$ cat src/rtl/video_pkg.sv
// Shared constants for the video pattern generator: pattern codes, 1080p timing
// defaults and the FSM state type.
package video_pkg;

  localparam logic [2:0] PAT_BARS    = 3'd0;
  localparam logic [2:0] PAT_HRAMP   = 3'd1;
  localparam logic [2:0] PAT_VRAMP   = 3'd2;
  localparam logic [2:0] PAT_CHECKER = 3'd3;
  localparam logic [2:0] PAT_SOLID   = 3'd4;
  localparam logic [2:0] PAT_FRAME   = 3'd5;

  localparam int unsigned DEF_H_ACTIVE = 1920;
  localparam int unsigned DEF_H_FRONT  = 88;
  localparam int unsigned DEF_H_SYNC   = 44;
  localparam int unsigned DEF_H_BACK   = 148;
  localparam int unsigned DEF_V_ACTIVE = 1080;
  localparam int unsigned DEF_V_FRONT  = 4;
  localparam int unsigned DEF_V_SYNC   = 5;
  localparam int unsigned DEF_V_BACK   = 36;
  localparam bit          DEF_SYNC_POL = 1'b1;

  typedef enum logic {IDLE, RUN} state_e;

  // Counters are kept at least 8 bits wide so the ramp patterns can slice [7:0].
  function automatic int unsigned cnt_width(int unsigned total);
    int unsigned w;
    w = $clog2(total);
    return (w > 32'd8) ? w : 32'd8;
  endfunction

endpackage

$ cat src/rtl/video_timing_counter.sv
// Horizontal/vertical raster counters with region decode and frame strobes.
module video_timing_counter
  import video_pkg::*;
#(
  parameter int unsigned H_ACTIVE = DEF_H_ACTIVE,
  parameter int unsigned H_FRONT  = DEF_H_FRONT,
  parameter int unsigned H_SYNC   = DEF_H_SYNC,
  parameter int unsigned H_BACK   = DEF_H_BACK,
  parameter int unsigned V_ACTIVE = DEF_V_ACTIVE,
  parameter int unsigned V_FRONT  = DEF_V_FRONT,
  parameter int unsigned V_SYNC   = DEF_V_SYNC,
  parameter int unsigned V_BACK   = DEF_V_BACK
) (
  input  logic       iClk,
  input  logic       iRst,
  input  logic       iRun,
  output logic [7:0] oHLo,
  output logic [7:0] oVLo,
  output logic       oHActive,
  output logic       oLineActive,
  output logic       oDataActive,
  output logic       oHSync,
  output logic       oVSync,
  output logic       oLineEnd,
  output logic       oFrameStart,
  output logic       oFrameEnd
);

  localparam int unsigned H_TOTAL = H_ACTIVE + H_FRONT + H_SYNC + H_BACK;
  localparam int unsigned V_TOTAL = V_ACTIVE + V_FRONT + V_SYNC + V_BACK;
  localparam int unsigned HW = cnt_width(H_TOTAL);
  localparam int unsigned VW = cnt_width(V_TOTAL);

  localparam logic [HW-1:0] H_LAST = HW'(H_TOTAL - 1);
  localparam logic [HW-1:0] H_ACT  = HW'(H_ACTIVE);
  localparam logic [HW-1:0] HS_BEG = HW'(H_ACTIVE + H_FRONT);
  localparam logic [HW-1:0] HS_END = HW'(H_ACTIVE + H_FRONT + H_SYNC);
  localparam logic [VW-1:0] V_LAST = VW'(V_TOTAL - 1);
  localparam logic [VW-1:0] V_ACT  = VW'(V_ACTIVE);
  localparam logic [VW-1:0] VS_BEG = VW'(V_ACTIVE + V_FRONT);
  localparam logic [VW-1:0] VS_END = VW'(V_ACTIVE + V_FRONT + V_SYNC);

  logic [HW-1:0] r_hcnt;
  logic [VW-1:0] r_vcnt;

  // Counters sit at the origin whenever the generator is not running.
  always_ff @(posedge iClk or negedge iRst) begin
    if (!iRst) begin
      r_hcnt <= '0;
      r_vcnt <= '0;
    end else if (!iRun) begin
      r_hcnt <= '0;
      r_vcnt <= '0;
    end else if (r_hcnt == H_LAST) begin
      r_hcnt <= '0;
      r_vcnt <= (r_vcnt == V_LAST) ? '0 : r_vcnt + VW'(1);
    end else begin
      r_hcnt <= r_hcnt + HW'(1);
    end
  end

  assign oHLo        = r_hcnt[7:0];
  assign oVLo        = r_vcnt[7:0];
  assign oHActive    = r_hcnt < H_ACT;
  assign oLineActive = r_vcnt < V_ACT;
  assign oDataActive = oHActive & oLineActive;
  assign oHSync      = (r_hcnt >= HS_BEG) && (r_hcnt < HS_END);
  assign oVSync      = (r_vcnt >= VS_BEG) && (r_vcnt < VS_END);
  assign oLineEnd    = r_hcnt == H_LAST;
  assign oFrameStart = (r_hcnt == '0) && (r_vcnt == '0);
  assign oFrameEnd   = (r_hcnt == H_LAST) && (r_vcnt == V_LAST);

endmodule

$ cat src/rtl/video_pattern_gen.sv
// Test-pattern video source: run/idle control, per-frame pattern latching and
// registered, mutually aligned pixel/sync/valid outputs.
module video_pattern_gen
  import video_pkg::*;
#(
  parameter int unsigned H_ACTIVE = DEF_H_ACTIVE,
  parameter int unsigned H_FRONT  = DEF_H_FRONT,
  parameter int unsigned H_SYNC   = DEF_H_SYNC,
  parameter int unsigned H_BACK   = DEF_H_BACK,
  parameter int unsigned V_ACTIVE = DEF_V_ACTIVE,
  parameter int unsigned V_FRONT  = DEF_V_FRONT,
  parameter int unsigned V_SYNC   = DEF_V_SYNC,
  parameter int unsigned V_BACK   = DEF_V_BACK,
  parameter bit          SYNC_POL = DEF_SYNC_POL
) (
  input  logic        iClk,
  input  logic        iRst,
  input  logic        iEnable,
  input  logic [2:0]  iPattern,
  input  logic [23:0] iColor,
  output logic [7:0]  oR,
  output logic [7:0]  oG,
  output logic [7:0]  oB,
  output logic        oHSync,
  output logic        oVSync,
  output logic        oDataValid,
  output logic        oLineValid,
  output logic [15:0] oFrameCnt
);

  localparam int unsigned BAR_W = H_ACTIVE / 8;
  localparam int unsigned BW    = (BAR_W > 1) ? $clog2(BAR_W) : 1;
  localparam logic [BW-1:0] BAR_LAST = BW'(BAR_W - 1);

  state_e r_state, w_state_next;
  logic        w_run;
  logic [7:0]  w_hlo, w_vlo;
  logic        w_h_active, w_line_active, w_data_active, w_hsync, w_vsync;
  logic        w_line_end, w_frame_start, w_frame_end;
  logic [2:0]  r_pat, w_pat;
  logic [23:0] r_col, w_col, w_pix;
  logic [BW-1:0] r_bar_cnt;
  logic [2:0]  r_bar_idx;
  logic [7:0]  r_r, r_g, r_b;
  logic        r_hsync, r_vsync, r_dv, r_lv;
  logic [15:0] r_frame_cnt;

  assign w_run = (r_state == RUN);

  video_timing_counter #(
    .H_ACTIVE (H_ACTIVE),
    .H_FRONT  (H_FRONT),
    .H_SYNC   (H_SYNC),
    .H_BACK   (H_BACK),
    .V_ACTIVE (V_ACTIVE),
    .V_FRONT  (V_FRONT),
    .V_SYNC   (V_SYNC),
    .V_BACK   (V_BACK)
  ) u_timing (
    .iClk        (iClk),
    .iRst        (iRst),
    .iRun        (w_run),
    .oHLo        (w_hlo),
    .oVLo        (w_vlo),
    .oHActive    (w_h_active),
    .oLineActive (w_line_active),
    .oDataActive (w_data_active),
    .oHSync      (w_hsync),
    .oVSync      (w_vsync),
    .oLineEnd    (w_line_end),
    .oFrameStart (w_frame_start),
    .oFrameEnd   (w_frame_end)
  );

  always_ff @(posedge iClk or negedge iRst) begin
    if (!iRst) r_state <= IDLE;
    else       r_state <= w_state_next;
  end

  // Stopping is only honoured at the frame boundary so frames are never truncated.
  always_comb begin
    w_state_next = r_state;
    unique case (r_state)
      IDLE: if (iEnable) w_state_next = RUN;
      RUN:  if (w_frame_end && !iEnable) w_state_next = IDLE;
      default: w_state_next = IDLE;
    endcase
  end

  // Bar index tracks hcnt/BAR_W with a small width counter instead of a divider.
  always_ff @(posedge iClk or negedge iRst) begin
    if (!iRst) begin
      r_bar_cnt <= '0;
      r_bar_idx <= '0;
    end else if (!w_run || w_line_end) begin
      r_bar_cnt <= '0;
      r_bar_idx <= '0;
    end else if (w_h_active) begin
      if (r_bar_cnt == BAR_LAST) begin
        r_bar_cnt <= '0;
        r_bar_idx <= r_bar_idx + 3'd1;
      end else begin
        r_bar_cnt <= r_bar_cnt + BW'(1);
      end
    end
  end

  // The first pixel of a frame uses the inputs being latched on that same edge.
  always_comb begin
    w_pat = w_frame_start ? iPattern : r_pat;
    w_col = w_frame_start ? iColor : r_col;
    w_pix = '0;
    case (w_pat)
      PAT_BARS:    w_pix = {{8{~r_bar_idx[1]}}, {8{~r_bar_idx[2]}}, {8{~r_bar_idx[0]}}};
      PAT_HRAMP:   w_pix = {3{w_hlo}};
      PAT_VRAMP:   w_pix = {3{w_vlo}};
      PAT_CHECKER: w_pix = (w_hlo[4] ^ w_vlo[4]) ? 24'hFF_FFFF : 24'h00_0000;
      PAT_SOLID:   w_pix = w_col;
      PAT_FRAME:   w_pix = {r_frame_cnt[7:0], w_hlo, w_vlo};
      default:     w_pix = '0;
    endcase
  end

  always_ff @(posedge iClk or negedge iRst) begin
    if (!iRst) begin
      r_r         <= '0;
      r_g         <= '0;
      r_b         <= '0;
      r_hsync     <= ~SYNC_POL;
      r_vsync     <= ~SYNC_POL;
      r_dv        <= 1'b0;
      r_lv        <= 1'b0;
      r_frame_cnt <= '0;
      r_pat       <= '0;
      r_col       <= '0;
    end else begin
      r_dv    <= w_run & w_data_active;
      r_lv    <= w_run & w_line_active;
      r_hsync <= (w_run & w_hsync) ? SYNC_POL : ~SYNC_POL;
      r_vsync <= (w_run & w_vsync) ? SYNC_POL : ~SYNC_POL;
      {r_r, r_g, r_b} <= (w_run & w_data_active) ? w_pix : 24'h00_0000;
      if (w_run && w_frame_end) r_frame_cnt <= r_frame_cnt + 16'd1;
      if (w_run && w_frame_start) begin
        r_pat <= iPattern;
        r_col <= iColor;
      end
    end
  end

  assign oR         = r_r;
  assign oG         = r_g;
  assign oB         = r_b;
  assign oHSync     = r_hsync;
  assign oVSync     = r_vsync;
  assign oDataValid = r_dv;
  assign oLineValid = r_lv;
  assign oFrameCnt  = r_frame_cnt;

endmodule

$ cat config.mk
export PLATFORM = sky130hd
export DESIGN_NAME = video_pattern_gen
export DESIGN_NICKNAME = d
export VERILOG_FILES = /design/src/rtl/video_pkg.sv /design/src/rtl/video_timing_counter.sv /design/src/rtl/video_pattern_gen.sv
export SDC_FILE = /design/constraint.sdc
export NUM_CORES = 1
export LEC_CHECK = 0
export ABC_CLOCK_PERIOD_IN_PS = 6800
export BUFFER_PORTS_ARGS = -buffer_cell sky130_fd_sc_hd__buf_2
export CORE_MARGIN = 10
export CORE_UTILIZATION = 45
export DETAILED_ROUTE_END_ITERATION = 16
export PLACE_DENSITY = 0.65
export SYNTH_ARGS = -nofsm -noshare
export SYNTH_HDL_FRONTEND = slang
export SYNTH_SLANG_ARGS = --single-unit
$ cat constraint.sdc
create_clock -name iClk -period 6.8 [get_ports iClk]
set_input_delay 1.36 -clock iClk [delete_from_list [all_inputs] [get_ports iClk]]
set_output_delay 1.36 -clock iClk [all_outputs]
set_load 0.1 [all_outputs]
==> flow_summary_export.csv <==
group,metric,value,unit
run_status,outcome,"completed",
run,max_cap_violations,0,
synth,synth_edf_count,0,
critical_path,critPathSlowestCell,"a221oi_1",
sta,setup_viol_count_final,0,
global_routing,antenna_found_initial,0,
cells_and_area,nets,646,
global_routing,grt_max_degree,76,
sta,rsz0062_at_grt,"false",
sta,setup_tns,0,ns
clocking,ctsHoldBuffers,0,
route,routed_wl,14000,µm
synth,ys_seq_area_frac,0.487,
cells_and_area,area_delta_synth_final,13.7,%
synth,syn_inst,558,
route,ant_nets,0,
floorplan,pin_count,74,
sta,max_freq,314,MHz
cells_and_area,drive_above_1_share,0.218,
cells_and_area,nFillCells,1108,
floorplan,rows,40,
worst_hold_path,hold_path.class,"register to register",
synth,synth-async-reset-ratio,1.00,
floorplan,start_util,0.457,
pwr,power_density,225,nW/µm²
critical_path,crit_arrival,3.36,ns
clocking,htree_levels,3,
route,drt_iter0_markers,292,
placement,dp_hpwl,10100,µm
global_routing,grt_usage,0.169,
sta,fin_crit,3.19,ns
clocking,path_clk_slew,0.07,ns
critical_path,critPathBufInv,2,
critical_path,max_stage_delay,0.52,ns
worst_hold_path,hold_path.startpoint,"oFrameCnt[15]",
critical_path,critPathKind,"register to register",
sta,hold_violations,0,
floorplan,die_w,130,µm
placement,dp_cells,745,
clocking,post_cts_resized,0,
synth,syn_nets,595,
placement,port_buffers,73,
critical_path,crit_chain,"inv_1, ha_1, nor4bb_1, nand3_1, nor2_4, buf_4, mux2_2, a221oi_1, a41oi_1",
clocking,cts_root_buf,"clkbuf_16",
global_routing,grt-ovfl-total,0,
sta,finalCritPeriodShare,0.468,
synth,synth_top_area_frac,0.487,
route,drt_first_pass_iters,6,
clocking,clockBufferDepth,2,
clocking,postCtsSetupRepairBufs,0,
synth,ys_types,56,
cells_and_area,antenna_cells,0,
pwr,leakagePower,2.79,nW
sta,skew,0.00958,ns
floorplan,die_h,130,µm
synth,synth.avg_cell_area,9.75,µm²
critical_path,cp.required,6.98,ns
critical_path,end_kind,"register",
clocking,cts_buffers,9,
sta,max_slew_margin,0.320,
synth,synth_area_leader_cell,"dfrtp_1",
critical_path,crit_family,"compound AO/OA/AOI/OAI gates",
clocking,cts_tree,"yes",
floorplan,core,11900,µm²
placement,place_congestion,0.955,
sta,worst_pin_slew,1.02,ns
cells_and_area,fin_cells,761,
pwr,ir_worst_vdd,0.132,mV
clocking,insertion_delay,0.36,ns
route,wl_per_cell,18.4,µm
synth,synth-main-ff-cell,"dfrtp_1",
synth,ys_top_cells_by_area,"dfrtp_1 49%, nand2_1 6.0%, mux2_2 5.6%",
global_routing,grt_pass1_wl,22500,µm
clocking,clock_sinks,106,
floorplan,dieArea,16900,µm²
critical_path,startpoint_type,"register",
synth,synth_area,5440,µm²
route,num_vias,4339,
route,drcViolationCount,0,
critical_path,r2r_start,"u_timing.r_vcnt[0]",
critical_path,startpoint,"u_timing.r_vcnt[0]",
synth,synth_warnings,0,
sta,slew_violations,0,
synth,ys_seq_elements,106,
global_routing,grt_pass1_vias,4314,
critical_path,path_max_fanout,59,
route,via_per_inst,5.70,
## cell usage after synthesis, types with 2 or more instances
cell      number
a31oi_1       24
nand2b_1       9
nand3_1       15
a21oi_1       13
nor3b_1        5
nand2_1       87
nand4_1        4
and2_1         6
and3_1        15
a311oi_1       4
nor3_1         9
inv_1         11
xor2_1        10
a221oi_1       7
nor2b_1        5
o31ai_1        2
nor2_1        57
nand3b_1       2
mux2_2        27
xnor2_1       21
ha_1           7
o21ai_0       19
nand4b_1       2
clkbuf_1      14
a41oi_1       21
mux2i_1        4
dfrtp_1      106
buf_2         19
buf_4          3
mux2_1         3
nor4_4         2
## per-stage QoR
step	setup WS [ns]	util	area [µm²]	hold WS (ns)	power [mW]
2_1_floorplan	4.32	-	5440	0.464	0.790
3_3_place_gp	3.81	0.492	5860	0.464	0.841
3_5_place_dp	3.67	0.492	5860	0.457	0.842
4_1_cts	3.64	0.519	6190	0.472	1.41
5_1_grt	3.34	0.519	6190	0.508	1.44
6_report	3.61	0.519	6190	0.469	1.39
## area by class of cell
cell class / instances / area (µm²) / share of cell area
well taps: 147 / 184 / 0.0297
clock inverters: 7 / 98.8 / 0.0160
flip-flops and latches: 106 / 2650 / 0.429
repair buffers: 78 / 405 / 0.0655
clock buffers: 9 / 225 / 0.0364
inverters: 11 / 41.3 / 0.00667
multi-input cells: 403 / 2580 / 0.417
## layer usage
| layer | global-route usage | vias up | part of all wire |
|---|---|---|---|
| li1 | - | 2064 | - |
| met3 | 0.0381 | 17 | 0.060 |
| met5 | 0 | - | 0 |
| met4 | 0.0648 | 0 | 0.016 |
| met2 | 0.280 | 117 | 0.48 |
| met1 | 0.211 | 2141 | 0.45 |
## cell families after synthesis
kind of cell	synth area share
mux	0.0694
buf+inv	0.0405
compound gates	0.126
xor+xnor	0.0499
fa+ha+maj	0.0161
flops	0.487
simple gates	0.211
## worst paths after layout
path                       slack [ns]  cells after the start                  to
setup / recovery                 3.61                      9               oG[2]
hold / removal                   0.47                      1       oFrameCnt[15]
setup reg to reg                 3.61                      9               oG[2]
hold reg to reg                  0.47                      1       oFrameCnt[15]
max in group asynchronous        4.58                      2  u_timing.r_vcnt[1]
min in group asynchronous        0.93                      1           r_col[19]
## state kept, by name, summed over array words and instances, names as in the netlist, 3 cells and up
register,flops
u_timing.r_vcnt,11
oB,8
r_bar_cnt,8
u_timing.r_hcnt,12
oR,8
r_pat,3
r_bar_idx,3
r_col,24
oFrameCnt,16
oG,8
## where the power goes
| group | internal [mW] | total [mW] | switching [mW] |
|---|---|---|---|
| sequential | 0.649 | 0.659 | 0.00970 |
| combinational | 0.0343 | 0.169 | 0.134 |
| clock | 0.325 | 0.565 | 0.240 |
## cell usage in the layout, fill, tap and decap left out, types with 3 or more instances in the layout
| master | n |
|---|---|
| dfrtp_1 | 106 |
| buf_2 | 72 |
| ha_1 | 7 |
| xnor2_1 | 21 |
| clkbuf_16 | 9 |
| nand2b_1 | 9 |
| nor3_1 | 9 |
| mux2_2 | 27 |
| inv_1 | 11 |
| a41oi_1 | 21 |
| xor2_1 | 10 |
| nor2b_1 | 5 |
| a221oi_1 | 7 |
| a21oi_1 | 13 |
| and2_1 | 6 |
| and3_1 | 15 |
| nand2_1 | 87 |
| nand4_1 | 4 |
| mux2_1 | 3 |
| buf_4 | 6 |
| nor3b_1 | 3 |
| nand3_1 | 15 |
| mux2i_1 | 4 |
| o21ai_0 | 19 |
| nor2_1 | 57 |
| a31oi_1 | 24 |
| a311oi_1 | 4 |
No activity file was read; power rests on OpenSTA's default activity.
